<file path="src/rtl/pim_mm_cmd_scheduler_if.sv">
// Bundle between the matmul command scheduler, its requesters and the PIM engine.
// The slave modport is the scheduler's view; the master modport drives requests and engine done.
interface pim_mm_cmd_scheduler_if #(
    parameter int ADDRESS_LEN = 32,
    parameter int NUM_REQ     = 2,
    parameter int FIFO_DEPTH  = 4
);
    localparam int ID_W  = (NUM_REQ > 1) ? $clog2(NUM_REQ) : 1;
    localparam int CNT_W = $clog2(FIFO_DEPTH + 1);

    logic [NUM_REQ-1:0]             req_valid;
    logic [NUM_REQ-1:0]             req_ready;
    logic [NUM_REQ*ADDRESS_LEN-1:0] req_src1;
    logic [NUM_REQ*ADDRESS_LEN-1:0] req_src2;
    logic [NUM_REQ*ADDRESS_LEN-1:0] req_dst;
    logic [ADDRESS_LEN-1:0]         eng_src1_addr;
    logic [ADDRESS_LEN-1:0]         eng_src2_addr;
    logic [ADDRESS_LEN-1:0]         eng_dst_addr;
    logic                           eng_start;
    logic                           eng_done;
    logic                           cmp_valid;
    logic [ID_W-1:0]                cmp_id;
    logic                           cmp_timeout;
    logic [CNT_W-1:0]               fifo_count;
    logic                           busy;

    modport slave (
        input  req_valid, req_src1, req_src2, req_dst, eng_done,
        output req_ready, eng_src1_addr, eng_src2_addr, eng_dst_addr, eng_start,
               cmp_valid, cmp_id, cmp_timeout, fifo_count, busy
    );

    modport master (
        output req_valid, req_src1, req_src2, req_dst, eng_done,
        input  req_ready, eng_src1_addr, eng_src2_addr, eng_dst_addr, eng_start,
               cmp_valid, cmp_id, cmp_timeout, fifo_count, busy
    );
endinterface

</file>
<file path="src/rtl/pim_mm_cmd_scheduler.sv">
// Round-robin command scheduler for the PIM matmul engine: arbitrates requesters into a
// FIFO, then issues one command at a time and reports done or timeout per command.
module pim_mm_cmd_scheduler #(
    parameter int ADDRESS_LEN = 32,
    parameter int NUM_REQ     = 2,
    parameter int FIFO_DEPTH  = 4,
    parameter int TIMEOUT_CYC = 4096
) (
    input  logic                    clk,
    input  logic                    rst,
    pim_mm_cmd_scheduler_if.slave   sched_if
);
    localparam int AL    = ADDRESS_LEN;
    localparam int ID_W  = (NUM_REQ > 1) ? $clog2(NUM_REQ) : 1;
    localparam int PTR_W = (FIFO_DEPTH > 1) ? $clog2(FIFO_DEPTH) : 1;
    localparam int CNT_W = $clog2(FIFO_DEPTH + 1);
    localparam int TMR_W = (TIMEOUT_CYC > 1) ? $clog2(TIMEOUT_CYC) : 1;

    typedef struct packed {
        logic [AL-1:0]   src1;
        logic [AL-1:0]   src2;
        logic [AL-1:0]   dst;
        logic [ID_W-1:0] id;
    } entry_t;

    typedef enum logic [1:0] {ST_IDLE, ST_ISSUE, ST_WAIT} state_t;

    logic [AL-1:0] src1_w [NUM_REQ];
    logic [AL-1:0] src2_w [NUM_REQ];
    logic [AL-1:0] dst_w  [NUM_REQ];

    for (genvar gi = 0; gi < NUM_REQ; gi++) begin : g_unpack
        assign src1_w[gi] = sched_if.req_src1[gi*AL +: AL];
        assign src2_w[gi] = sched_if.req_src2[gi*AL +: AL];
        assign dst_w[gi]  = sched_if.req_dst[gi*AL +: AL];
    end

    state_t          state_q;
    logic [ID_W-1:0] rr_q, rr_d;
    logic [PTR_W-1:0] wr_ptr_q, wr_ptr_d, rd_ptr_q, rd_ptr_d;
    logic [CNT_W-1:0] count_q, count_d;
    logic [TMR_W-1:0] timer_q;
    logic [AL-1:0]   src1_q, src2_q, dst_q;
    logic [ID_W-1:0] id_q, cmp_id_q;
    logic            eng_start_q, cmp_valid_q, cmp_timeout_q;

    logic [NUM_REQ-1:0] grant_vec;
    logic [ID_W-1:0]    grant_id;
    logic               found, full, push, pop;
    entry_t             push_entry, head;
    entry_t             mem [FIFO_DEPTH];

    // Search starts at the round-robin pointer and wraps; first valid requester wins.
    always_comb begin
        int idx;
        grant_vec = '0;
        grant_id  = '0;
        found     = 1'b0;
        idx       = 0;
        for (int k = 0; k < NUM_REQ; k++) begin
            idx = int'(rr_q) + k;
            if (idx >= NUM_REQ) idx = idx - NUM_REQ;
            if (!found && sched_if.req_valid[idx]) begin
                found          = 1'b1;
                grant_id       = ID_W'(idx);
                grant_vec[idx] = 1'b1;
            end
        end
    end

    // Full is taken from the registered count, so a same-cycle pop never frees a slot early.
    assign full               = (count_q == CNT_W'(FIFO_DEPTH));
    assign sched_if.req_ready = full ? '0 : grant_vec;
    assign push               = found && !full;
    assign pop                = (state_q == ST_IDLE) && (count_q != '0);
    assign push_entry         = {src1_w[grant_id], src2_w[grant_id], dst_w[grant_id], grant_id};
    assign head               = mem[rd_ptr_q];

    always_comb begin
        rr_d     = rr_q;
        wr_ptr_d = wr_ptr_q;
        rd_ptr_d = rd_ptr_q;
        count_d  = count_q;
        if (push) begin
            rr_d     = (int'(grant_id) == NUM_REQ - 1) ? '0 : grant_id + 1'b1;
            wr_ptr_d = wr_ptr_q + 1'b1;
        end
        if (pop) rd_ptr_d = rd_ptr_q + 1'b1;
        count_d = count_q + CNT_W'(push) - CNT_W'(pop);
    end

    // Storage carries no reset; the pointers and count alone define what is valid.
    always_ff @(posedge clk) begin
        if (push) mem[wr_ptr_q] <= push_entry;
    end

    always_ff @(posedge clk or negedge rst) begin
        if (!rst) begin
            state_q       <= ST_IDLE;
            rr_q          <= '0;
            wr_ptr_q      <= '0;
            rd_ptr_q      <= '0;
            count_q       <= '0;
            timer_q       <= '0;
            src1_q        <= '0;
            src2_q        <= '0;
            dst_q         <= '0;
            id_q          <= '0;
            cmp_id_q      <= '0;
            eng_start_q   <= 1'b0;
            cmp_valid_q   <= 1'b0;
            cmp_timeout_q <= 1'b0;
        end else begin
            rr_q        <= rr_d;
            wr_ptr_q    <= wr_ptr_d;
            rd_ptr_q    <= rd_ptr_d;
            count_q     <= count_d;
            eng_start_q <= 1'b0;
            cmp_valid_q <= 1'b0;
            case (state_q)
                ST_IDLE: begin
                    if (pop) begin
                        src1_q      <= head.src1;
                        src2_q      <= head.src2;
                        dst_q       <= head.dst;
                        id_q        <= head.id;
                        eng_start_q <= 1'b1;
                        state_q     <= ST_ISSUE;
                    end
                end
                ST_ISSUE: begin
                    timer_q <= '0;
                    state_q <= ST_WAIT;
                end
                ST_WAIT: begin
                    timer_q <= timer_q + 1'b1;
                    // A done arriving on the limit cycle still counts as a normal completion.
                    if (sched_if.eng_done) begin
                        cmp_valid_q   <= 1'b1;
                        cmp_timeout_q <= 1'b0;
                        cmp_id_q      <= id_q;
                        state_q       <= ST_IDLE;
                    end else if (timer_q == TMR_W'(TIMEOUT_CYC - 1)) begin
                        cmp_valid_q   <= 1'b1;
                        cmp_timeout_q <= 1'b1;
                        cmp_id_q      <= id_q;
                        state_q       <= ST_IDLE;
                    end
                end
                default: state_q <= ST_IDLE;
            endcase
        end
    end

    assign sched_if.eng_src1_addr = src1_q;
    assign sched_if.eng_src2_addr = src2_q;
    assign sched_if.eng_dst_addr  = dst_q;
    assign sched_if.eng_start     = eng_start_q;
    assign sched_if.cmp_valid     = cmp_valid_q;
    assign sched_if.cmp_id        = cmp_id_q;
    assign sched_if.cmp_timeout   = cmp_timeout_q;
    assign sched_if.fifo_count    = count_q;
    assign sched_if.busy          = (state_q != ST_IDLE) || (count_q != '0);
endmodule
</file>
<file path="src/flat_wrapper.sv">
// flat-port wrapper written by rule: the top's interface ports become plain ports
module pim_mm_cmd_scheduler_flat 
#(
    parameter int ADDRESS_LEN = 32,
    parameter int NUM_REQ     = 2,
    parameter int FIFO_DEPTH  = 4,
    parameter int TIMEOUT_CYC = 4096
)
  (clk, rst, sched_if_req_valid, sched_if_req_src1, sched_if_req_src2, sched_if_req_dst, sched_if_eng_done, sched_if_req_ready, sched_if_eng_src1_addr, sched_if_eng_src2_addr, sched_if_eng_dst_addr, sched_if_eng_start, sched_if_cmp_valid, sched_if_cmp_id, sched_if_cmp_timeout, sched_if_fifo_count, sched_if_busy);
  pim_mm_cmd_scheduler_if #(.ADDRESS_LEN(ADDRESS_LEN), .NUM_REQ(NUM_REQ), .FIFO_DEPTH(FIFO_DEPTH)) sched_if_i ();
  input  logic clk;
  input  logic rst;
  input wire logic [$bits(sched_if_i.req_valid)-1:0] sched_if_req_valid;
  input wire logic [$bits(sched_if_i.req_src1)-1:0] sched_if_req_src1;
  input wire logic [$bits(sched_if_i.req_src2)-1:0] sched_if_req_src2;
  input wire logic [$bits(sched_if_i.req_dst)-1:0] sched_if_req_dst;
  input wire logic [$bits(sched_if_i.eng_done)-1:0] sched_if_eng_done;
  output wire logic [$bits(sched_if_i.req_ready)-1:0] sched_if_req_ready;
  output wire logic [$bits(sched_if_i.eng_src1_addr)-1:0] sched_if_eng_src1_addr;
  output wire logic [$bits(sched_if_i.eng_src2_addr)-1:0] sched_if_eng_src2_addr;
  output wire logic [$bits(sched_if_i.eng_dst_addr)-1:0] sched_if_eng_dst_addr;
  output wire logic [$bits(sched_if_i.eng_start)-1:0] sched_if_eng_start;
  output wire logic [$bits(sched_if_i.cmp_valid)-1:0] sched_if_cmp_valid;
  output wire logic [$bits(sched_if_i.cmp_id)-1:0] sched_if_cmp_id;
  output wire logic [$bits(sched_if_i.cmp_timeout)-1:0] sched_if_cmp_timeout;
  output wire logic [$bits(sched_if_i.fifo_count)-1:0] sched_if_fifo_count;
  output wire logic [$bits(sched_if_i.busy)-1:0] sched_if_busy;
  assign sched_if_i.req_valid = sched_if_req_valid;
  assign sched_if_i.req_src1 = sched_if_req_src1;
  assign sched_if_i.req_src2 = sched_if_req_src2;
  assign sched_if_i.req_dst = sched_if_req_dst;
  assign sched_if_i.eng_done = sched_if_eng_done;
  assign sched_if_req_ready = sched_if_i.req_ready;
  assign sched_if_eng_src1_addr = sched_if_i.eng_src1_addr;
  assign sched_if_eng_src2_addr = sched_if_i.eng_src2_addr;
  assign sched_if_eng_dst_addr = sched_if_i.eng_dst_addr;
  assign sched_if_eng_start = sched_if_i.eng_start;
  assign sched_if_cmp_valid = sched_if_i.cmp_valid;
  assign sched_if_cmp_id = sched_if_i.cmp_id;
  assign sched_if_cmp_timeout = sched_if_i.cmp_timeout;
  assign sched_if_fifo_count = sched_if_i.fifo_count;
  assign sched_if_busy = sched_if_i.busy;
  pim_mm_cmd_scheduler #(.ADDRESS_LEN(ADDRESS_LEN), .NUM_REQ(NUM_REQ), .FIFO_DEPTH(FIFO_DEPTH), .TIMEOUT_CYC(TIMEOUT_CYC)) u_core (.clk(clk), .rst(rst), .sched_if(sched_if_i));
endmodule
</file>
<file path="config.mk">
export PLATFORM = sky130hd
export DESIGN_NAME = pim_mm_cmd_scheduler_flat
export DESIGN_NICKNAME = d
export VERILOG_FILES = /design/src/rtl/pim_mm_cmd_scheduler_if.sv /design/src/rtl/pim_mm_cmd_scheduler.sv /design/src/flat_wrapper.sv
export SDC_FILE = /design/constraint.sdc
export NUM_CORES = 1
export LEC_CHECK = 0
export BUFFER_PORTS_ARGS = -buffer_cell sky130_fd_sc_hd__buf_2
export CELL_PAD_IN_SITES_DETAIL_PLACEMENT = 1
export CELL_PAD_IN_SITES_GLOBAL_PLACEMENT = 2
export CORE_MARGIN = 5
export CORE_UTILIZATION = 37
export DETAILED_ROUTE_END_ITERATION = 10
export PLACE_DENSITY_LB_ADDON = 0.1
export SYNTH_ARGS = -nofsm -noshare
export SYNTH_HDL_FRONTEND = slang
export SYNTH_SLANG_ARGS = --single-unit
export TNS_END_PERCENT = 20
</file>
<file path="constraint.sdc">
create_clock -name clk -period 11.6 [get_ports clk]
set_input_delay 0.58 -clock clk [delete_from_list [all_inputs] [get_ports clk]]
set_output_delay 0.58 -clock clk [all_outputs]
set_load 0.1 [all_outputs]
</file>
==> impl_metrics.tcl, run 1 <==
set metrics [dict create \
    slew_viol_final 0 \
    gr-usage-met2_pct 27.2 \
    busiest_layer "met2" \
    clockRootBuffer "clkbuf_16" \
    numCtsBuffers 54 \
    synth.area.top_cells "edfxtp_1 58%, dfrtp_1 15%, mux2_2 11%" \
    cts_tree "built" \
    most-common-layout-cells "388 x edfxtp_1, 301 x buf_2, 196 x mux2_2" \
    hpwl_mm 28.2 \
    cts_resized 0 \
    period_minus_slack_ns 3.34 \
    syn_inst 953 \
    drt-initial-drc-count 522 \
    period_share_pct 28.8 \
    vias_per_cell 4.97 \
    placed_cell_area_mm2 0.0223 \
    grt_overflow 0 \
    buffer_ports.inserted 302 \
    grt_pass1_wl_mm 70.2 \
    setup_viol_count_final 0 \
    grt_antenna_before_repair 0 \
    finalHoldViolCount 0 \
    clkLatencyLatePin_ns 0.60 \
    start_util_pct 37.3 \
    startpoint_type "register" \
    fin_setup_tns_ns 0 \
    async_flop_share_pct 24.1 \
    relSlewSlack_pct 35.8 \
    outcome "complete, no violations" \
    hold_path.class "input pin to asynchronous set/reset pin" \
    post-cts-setup-buffers 0 \
    design_area_mm2 0.0241 \
    crit_type "register to register" \
    firstDrtPassIters 4 \
    ys_seq_area_share_pct 73.5 \
    grtUsageMet1_pct 19.7 \
    drc 0 \
    drv_cap 0 \
    grt_start_max_net_pins 69 \
    die_h_um 243 \
    cts.sinks 511 \
    met3_usage_pct 3.84 \
    vias 10018 \
    timing.fmax_ghz 0.299 \
    fin_nets 1486 \
    gp_congestion 0.696 \
    placementRows 85 \
    cts_buffer_depth 3 \
    grt_setup_unrepaired "false" \
    clock_skew_ns 0.0209 \
    final_antenna_net_count 0 \
    syn_avg_cell_area_um2 21.0 \
    grtUsageTotal_pct 15.4 \
    die_area_mm2 0.0589 \
    critPathRequiredTime_ns 12.07 \
    routed_wl_mm 45.6 \
    synth_nets 1162 \
    ios 303 \
    grt_pass1_vias 11366 \
    fp.dieW_um 243 \
    fillers 5092 \
    worstSetupEndpointType "register" \
    postCtsHoldBufs 0 \
    synth_top_area_share_pct 58.2 \
    cp_max_fo 39 \
    wl_per_cell_um 22.6 \
    critPathArrivalTime_ns 3.81 \
    yosysWarnings 0 \
    htree_levels 2 \
    synth.distinct_cells 35 \
    netlist_area_mm2 0.0200 \
    yosysTopAreaCell "edfxtp_1" \
    area_delta_synth_final_pct 20.4 \
    ys_seq_elements 511 \
    drive_gt1_share_pct 52.4 \
    antenna_cells 0 \
    worst_pin_slew_ns 0.964 \
    synth_ff_type "edfxtp_1" \
    mostFrequentLayoutCell "edfxtp_1" \
    core_mm2 0.0537 \
    synth-edff-count 388 \
    clk_pin_slew_ns 0.06 \
]
[logic make-up (layout without fill, tap and decap cells)]
family / after synthesis / in the layout / share of synthesized area, %
flops: 511 / 511 / 73.5
buf+inv: 60 / 428 / 1.54
fa+ha+maj: 12 / 12 / 0.787
simple gates: 47 / 47 / 1.13
compound gates: 19 / 19 / 0.593
xor+xnor: 10 / 10 / 0.437
mux: 294 / 294 / 22.0
[critical path, cell delays in order (launching register included)]
cell and delay (ns):
dfrtp_4 0.76, buf_4 0.75, buf_4 0.80, mux4_2 0.60, mux2_2 0.27
[through the flow]
| step | worst slack (ns) | std cells | utilization (%) | hold slack, ns |
|---|---|---|---|---|
| final | 8.26 | 2017 | 44.9 | 0.0354 |
| after global routing | 7.91 | 2017 | 44.9 | 0.0545 |
| after CTS | 8.05 | 2017 | 44.9 | 0.0408 |
| after detailed placement | 8.07 | 1917 | 41.5 | 0.491 |
| after global placement | 8.08 | 1917 | 41.5 | 0.486 |
| after floorplan | 7.20 | 953 | - | 0.284 |
[final cells by class]
class / instances / area [µm²] / share of cell area (%)
clock buffers: 76 / 1530 / 6.33
inverters: 15 / 58.8 / 0.244
flip-flops and latches: 511 / 14700 / 61.1
well taps: 696 / 871 / 3.61
repair buffers: 313 / 1600 / 6.64
multi-input cells: 382 / 5010 / 20.8
clock inverters: 24 / 307 / 1.27
[layer usage]
layer	share of wire, %	vias to the layer above
met5	0	-
met4	1.5	0
met3	4.9	56
met2	52	214
met1	42	5284
li1	-	4464
[state kept, by name (all words and copies together), names as in the netlist]
| signal | count |
|---|---|
| u_core.rd_ptr_q | 2 |
| u_core.sched_if.eng_dst_addr | 32 |
| u_core.timer_q | 12 |
| u_core.sched_if.eng_src1_addr | 32 |
| u_core.sched_if.cmp_valid | 1 |
| u_core.sched_if.cmp_timeout | 1 |
| u_core.rr_q | 1 |
| u_core.id_q | 1 |
| u_core.sched_if.cmp_id | 1 |
| u_core.sched_if.eng_start | 1 |
| u_core.sched_if.eng_src2_addr | 32 |
| u_core.state_q | 2 |
| u_core.sched_if.fifo_count | 3 |
| u_core.mem | 388 |
| u_core.wr_ptr_q | 2 |
[Yosys cell counts (all sizes together) (7+ instances only)]
cell and n:
edfxtp 388, mux2 196, dfrtp 123, mux4 97, buf 35, inv 15, nand2 14, ha 11
clkbuf 10, xnor2 10, nand3 7, nor2 7
[worst paths after layout]
check	slack, ns	to	startpoint	depth (start not counted)
setup / recovery	8.26	u_core.sched_if.eng_src2_addr[1]	u_core.rd_ptr_q[0]	4
hold / removal	0.04	u_core.sched_if.eng_dst_addr[2]	rst	1
setup reg to reg	8.26	u_core.sched_if.eng_src2_addr[1]	u_core.rd_ptr_q[0]	4
hold reg to reg	0.50	u_core.sched_if.eng_src1_addr[12]	u_core.sched_if.eng_src1_addr[12]	1
max in group asynchronous	10.20	u_core.rd_ptr_q[0]	rst	2
min in group clk	0.21	u_core.sched_if.cmp_timeout	sched_if_eng_done	2
Power of run 1 is not shown: default switching activity piles up to over one toggle a cycle in this logic, so the estimate is an artifact.
==> inputs of run 2 (changes only) <==
clock period = 3.33 ns   (was 11.6 ns; I/O delays follow)
==> run 2 against run 1 <==
Against the previous run:
- design area rose by 9.1%
- non-clock buffer count rose by 212
- critical path depth did not move
- core utilization rose by 4.1 points
- cell count rose by 10%
- maximum frequency rose by 29%
- first-iteration DRC count fell by 12%
- clock-buffer cell count fell by 7
- flip-flop and latch count did not move
- clock skew fell by 0.0047 ns
==> impl_metrics.tcl, run 2 (synthesized netlist as in run 1, its figures left out) <==
set metrics [dict create \
    fp.dieW_um 243 \
    drt-initial-drc-count 460 \
    die_h_um 243 \
    p_int_mw 16.8 \
    wl_per_cell_um 21.2 \
    cts.sinks 511 \
    placementRows 85 \
    die_area_mm2 0.0589 \
    crit_type "register to register" \
    timing.hold.ws_ns 0.0548 \
    static-leakage-power_nw 9.80 \
    final_antenna_net_count 0 \
    numCtsBuffers 53 \
    relSlewSlack_pct 53.3 \
    seqPwrFrac_pct 36.1 \
    power_switching_share_pct 40.8 \
    grt_pass1_wl_mm 73.5 \
    clock_skew_ns 0.0162 \
    cts_tree "built" \
    pwr-share-comb_pct 43.0 \
    start_util_pct 37.3 \
    grt_antenna_before_repair 0 \
    placed_cell_area_mm2 0.0226 \
    vias 10767 \
    ios 303 \
    routed_wl_mm 47.1 \
    grt_setup_unrepaired "false" \
    hold_path.class "input pin to register" \
    critPathRequiredTime_ns 3.64 \
    buffer_ports.inserted 302 \
    cts_buffer_depth 3 \
    drc 0 \
    area_delta_synth_final_pct 31.3 \
    cp_slowest_stage_delay_ns 0.63 \
    drive_gt1_share_pct 46.4 \
    clkLatencyLatePin_ns 0.59 \
    period_minus_slack_ns 2.59 \
    core_mm2 0.0537 \
    finalHoldViolCount 0 \
    cp_max_fo 40 \
    clockRootBuffer "clkbuf_16" \
    grtUsageTotal_pct 16.0 \
    worstSetupEndpointType "register" \
    clkPwrFrac_pct 20.9 \
    firstDrtPassIters 4 \
    crit_slowest_cell "dlygate4sd3_1" \
    gp_congestion 0.698 \
    most-common-layout-cells "388 x edfxtp_1, 301 x buf_2, 196 x mux2_2" \
    grt_pass1_vias 12176 \
    p_sw_mw 11.5 \
    design_area_mm2 0.0263 \
    htree_levels 2 \
    slew_viol_final 0 \
    timing.fmax_ghz 0.386 \
    outcome "complete, no violations" \
    drv_cap 0 \
    startpoint_type "register" \
    critPathArrivalTime_ns 2.90 \
    worstPathCellList "o21ai_4, buf_12, mux2_2, dlygate4sd3_1" \
    cts_resized 0 \
    power.density_mw_per_mm2 1080 \
    grt_overflow 0 \
    fin_nets 1697 \
    largest-register "u_core.mem" \
    vdd_drop_max_v 0.000514 \
    fillers 4957 \
    grt_start_max_net_pins 59 \
    clk_pin_slew_ns 0.06 \
    vias_per_cell 4.84 \
    setup_viol_count_final 0 \
    mostFrequentLayoutCell "edfxtp_1" \
    largest_reg_flops 388 \
    worst_pin_slew_ns 0.701 \
    antenna_cells 0 \
    hpwl_mm 29.5 \
    period_share_pct 77.8 \
]
[run 2: changes by cell type in the layout (fill, tap and decap cells not counted), moves of 2 or more]
cell and change:
dlygate4sd3_1 +195, clkbuf_1 -5, clkinv_1 +2, buf_12 +14
buf_4 +3
[run 2: stage by stage]
step | total power [mW] | setup TNS (ns) | worst slack (ns) | utilization (%) | std cells
6_report | 28.3 | 0 | 0.741 | 49.0 | 2225
4_1_cts | 28.9 | 0 | 0.710 | 49.0 | 2225
3_5_place_dp | 22.6 | 0 | 0.832 | 42.1 | 1934
3_3_place_gp | 22.4 | 0 | 0.897 | 42.1 | 1934
2_1_floorplan | 19.5 | -17.71 | -0.0456 | - | 953
5_1_grt | 29.7 | 0 | 0.624 | 49.0 | 2225
[run 2: critical path, delay by kind of cell (launching register included)]
kind	cells	cell delay, ns
compound gates	1	0.50
buf+inv	2	0.92
flops	1	0.43
mux	1	0.41
[run 2: what timing repair did]
action	CTS	global route
hold buffers	195	0
endpoints found under the hold margin	443	0
buffers inserted	0	0
[run 2: worst paths after layout]
path	start	to	slack (ns)	cells after the start
setup reg to reg	u_core.rr_q	u_core.mem[2][60]	0.74	4
hold reg to reg	u_core.sched_if.eng_dst_addr[7]	u_core.sched_if.eng_dst_addr[7]	0.50	1
min in group asynchronous	rst	u_core.sched_if.eng_src1_addr[24]	0.16	2
max in group asynchronous	rst	u_core.sched_if.eng_dst_addr[18]	2.34	3
hold / removal	sched_if_req_valid[0]	u_core.rr_q	0.05	4
setup / recovery	u_core.rr_q	u_core.mem[2][60]	0.74	4
[run 2: layout make-up]
type | instances | area (µm²) | area share [%]
sequential | 511 | 14700 | 56.0
inverter | 15 | 58.8 | 0.224
clock buffer | 69 | 1470 | 5.58
timing repair buffer | 525 | 3850 | 14.7
multi-input combinational | 382 | 5020 | 19.1
tap | 696 | 871 | 3.31
clock inverter | 27 | 294 | 1.12
[run 2: power groups by stage]
stage | Sequential (mW) | Combinational (mW) | Clock (mW)
after floorplan | 14.7 | 4.84 | 0
after global placement | 10.3 | 12.0 | 0
after detailed placement | 10.4 | 12.1 | 0
after CTS | 10.3 | 12.5 | 6.14
after global routing | 10.4 | 12.8 | 6.44
final | 10.2 | 12.2 | 5.93
[run 2: routing by layer]
| layer | vias up | track usage (%) | routed length [µm] |
|---|---|---|---|
| li1 | 4886 | - | - |
| met4 | 0 | 4.24 | 846 |
| met3 | 52 | 3.40 | 2310 |
| met5 | - | 0 | 0 |
| met2 | 238 | 28.0 | 24200 |
| met1 | 5591 | 20.4 | 19700 |
(Power assumes the default switching activity.)
==> inputs of run 3 (changes only) <==
ABC_AREA = 1   (was default)
CORE_UTILIZATION = 34   (was 37)
clock period = 2.12 ns   (was 3.33 ns; I/O delays follow)
==> run 3 against run 2 <==
Against the previous run:
- routed wire length is 34% higher
- total power increased by 68%
- non-clock buffer count rose by 18
- combinational power grew 73%
- clock skew fell by 0.0023 ns
- synthesized cell count up 91%
- highest routed layer unchanged
- hold slack about the same
==> impl_metrics.tcl, run 3 <==
set metrics [dict create \
    gp_congestion 0.716 \
    ys_seq_area_share_pct 71.7 \
    grt_pass1_vias 16397 \
    ios 303 \
    most-common-layout-cells "503 x nor2_1, 388 x edfxtp_1, 320 x nand2_1" \
    busiest_layer "met2" \
    yosysTopAreaCell "edfxtp_1" \
    clk_pin_slew_ns 0.06 \
    grt_pass1_wl_mm 96.2 \
    met3_usage_pct 3.89 \
    ff2ff_path_depth 10 \
    fin_nets 2527 \
    worst_pin_slew_ns 0.659 \
    synth_compound_area_share_pct 8.22 \
    vias_per_cell 4.79 \
    clockRootBuffer "clkbuf_16" \
    finalHoldViolCount 0 \
    synth.distinct_cells 25 \
    critPathArrivalTime_ns 1.95 \
    die_area_mm2 0.0654 \
    grt_overflow 0 \
    period_minus_slack_ns 2.06 \
    static-leakage-power_nw 10.8 \
    timing.fmax_ghz 0.487 \
    synth_top_area_share_pct 56.7 \
    hold_path.class "input pin to register" \
    grt_antenna_before_repair 0 \
    synth-edff-count 388 \
    routed_wl_mm 63.2 \
    largest_reg_flops 388 \
    synth_ff_type "edfxtp_1" \
    syn_inst 1824 \
    buffer_ports.inserted 302 \
    numCtsBuffers 55 \
    hpwl_mm 35.4 \
    drc 0 \
    largest-register "u_core.mem" \
    yosysWarnings 0 \
    antenna_cells 0 \
    min_path_cells 3 \
    drv_cap 0 \
    synth_most_common_cell "nor2_1" \
    mostFrequentLayoutCell "nor2_1" \
    synth_nets 2033 \
    critPathRequiredTime_ns 2.01 \
    netlist_area_mm2 0.0205 \
    wl_per_cell_um 20.1 \
    synthAdderAreaFrac_pct 0.768 \
    final_util_pct 45.4 \
    timing.hold.ws_ns 0.0546 \
    clkLatencyLatePin_ns 0.61 \
    cts.sinks 511 \
    cp_max_fo 35 \
    synth_top_family_by_area "simple AND/OR/NAND/NOR gates" \
    synth_common_cells "508 x nor2_1, 388 x edfxtp_1, 322 x nand2_1" \
    startpoint_type "register" \
    grt_setup_unrepaired "true" \
    htree_levels 2 \
    post-place-ws_ns 0.0216 \
    worstSetupEndpointType "output pin" \
    outcome "complete, no violations" \
    start_util_pct 34.1 \
    syn_avg_cell_area_um2 11.3 \
    synth.area.top_cells "edfxtp_1 57%, dfrtp_1 15%, nor2_1 9.3%" \
    crit_type "register to output pin" \
    cts_tree "built" \
    die_h_um 256 \
    vias 15067 \
    vdd_drop_max_v 0.00132 \
    yosys.area_share.simple_pct 15.6 \
    grtUsageTotal_pct 18.7 \
    setup_slack_ns 0.0646 \
    relSlewSlack_pct 56.1 \
    fin_setup_tns_ns 0 \
    firstDrtPassIters 5 \
    synth-xor-area-share_pct 0.171 \
    synth.area.mux_share_pct 0 \
    slew_viol_final 0 \
    power.density_mw_per_mm2 1740 \
    grtUsageMet1_pct 23.9 \
    async_flop_share_pct 24.1 \
    setup_viol_count_final 0 \
    final_antenna_net_count 0 \
    period_share_pct 97.0 \
    clock_skew_ns 0.0139 \
    gr-usage-met2_pct 32.2 \
    drive_gt1_share_pct 19.6 \
    ys_seq_elements 511 \
    area_delta_synth_final_pct 32.9 \
    drt-initial-drc-count 651 \
    fp.dieW_um 256 \
    placementRows 90 \
    cts_buffer_depth 3 \
    core_mm2 0.0601 \
    grt_start_max_net_pins 197 \
]
-- run 3: cell count changes after synthesis, sizes merged, moves of 36 or more --
cell	previous run	this run
mux4	97	0
clkbuf	10	46
mux2	196	0
o21ai	6	204
nand2	14	322
a31oi	0	97
nor2	7	509
-- run 3: area by class of cell --
type                    instances  area, µm²
multi-input cells            1174       5140
well taps                     782        978
fillers                      6478      32900
inverters                      33        139
clock inverters                23        330
clock buffers                  81       1630
flip-flops and latches        511      14700
repair buffers                543       4310
-- run 3: path summary, 6_finish.rpt --
| kind | startpoint | to | slack, ns |
|---|---|---|---|
| worst max-delay path | u_core.rr_q | sched_if_req_ready[1] | 0.06 |
| worst min-delay path | sched_if_req_dst[25] | u_core.mem[3][26] | 0.05 |
| worst max register to register | u_core.state_q[0] | u_core.sched_if.fifo_count[2] | 0.07 |
| worst min register to register | u_core.sched_if.cmp_id | u_core.sched_if.cmp_id | 0.47 |
| max in group asynchronous | rst | u_core.sched_if.eng_dst_addr[9] | 1.69 |
| min in group asynchronous | rst | u_core.sched_if.cmp_timeout | 0.08 |
-- run 3: kinds of logic (layout without fill, tap and decap cells) --
kind of cell	count (synthesis)	count (layout)
AND/OR/NAND/NOR	848	848
flip-flops	511	511
AO/OA/AOI/OAI	310	310
buffers and inverters	139	680
adder cells (fa/ha/maj)	12	12
XOR/XNOR	4	4
-- run 3: per-layer routing --
layer | vias to the layer above | routed length [µm]
li1 | 7226 | -
met1 | 7473 | 27800
met2 | 283 | 30900
met3 | 85 | 2960
met4 | 0 | 1550
met5 | - | 0
-- run 3: per-stage QoR --
stage	total power [mW]	instances	cell area [µm²]
floorplan	31.3	1824	20600
global placement	36.7	2842	23200
detailed placement	37.2	2842	23200
CTS	48.1	3146	27200
global route	50.3	3147	27300
finish	47.6	3147	27300
-- run 3: power breakdown --
group | total (mW) | switching, mW | leakage (nW) | internal [mW]
logic | 21.1 | 16.3 | 4.84 | 4.82
registers | 16.2 | 1.35 | 5.02 | 14.9
clock network | 10.2 | 3.96 | 0.966 | 6.28
-- run 3: worst max-delay path, stage by stage, from the launching register on --
cell      delay, ns
dfrtp_1        0.40
o21ai_4        0.27
buf_12         0.29
a21oi_1        0.09
clkbuf_4       0.29
-- run 3: timing repair --
action	CTS	global route
pin swaps	1	0
buffers inserted	4	0
gates resized for setup	4	8
gates cloned	3	1
endpoints found under the hold margin	508	0
hold buffers	193	0
endpoints found under the setup margin	2	110
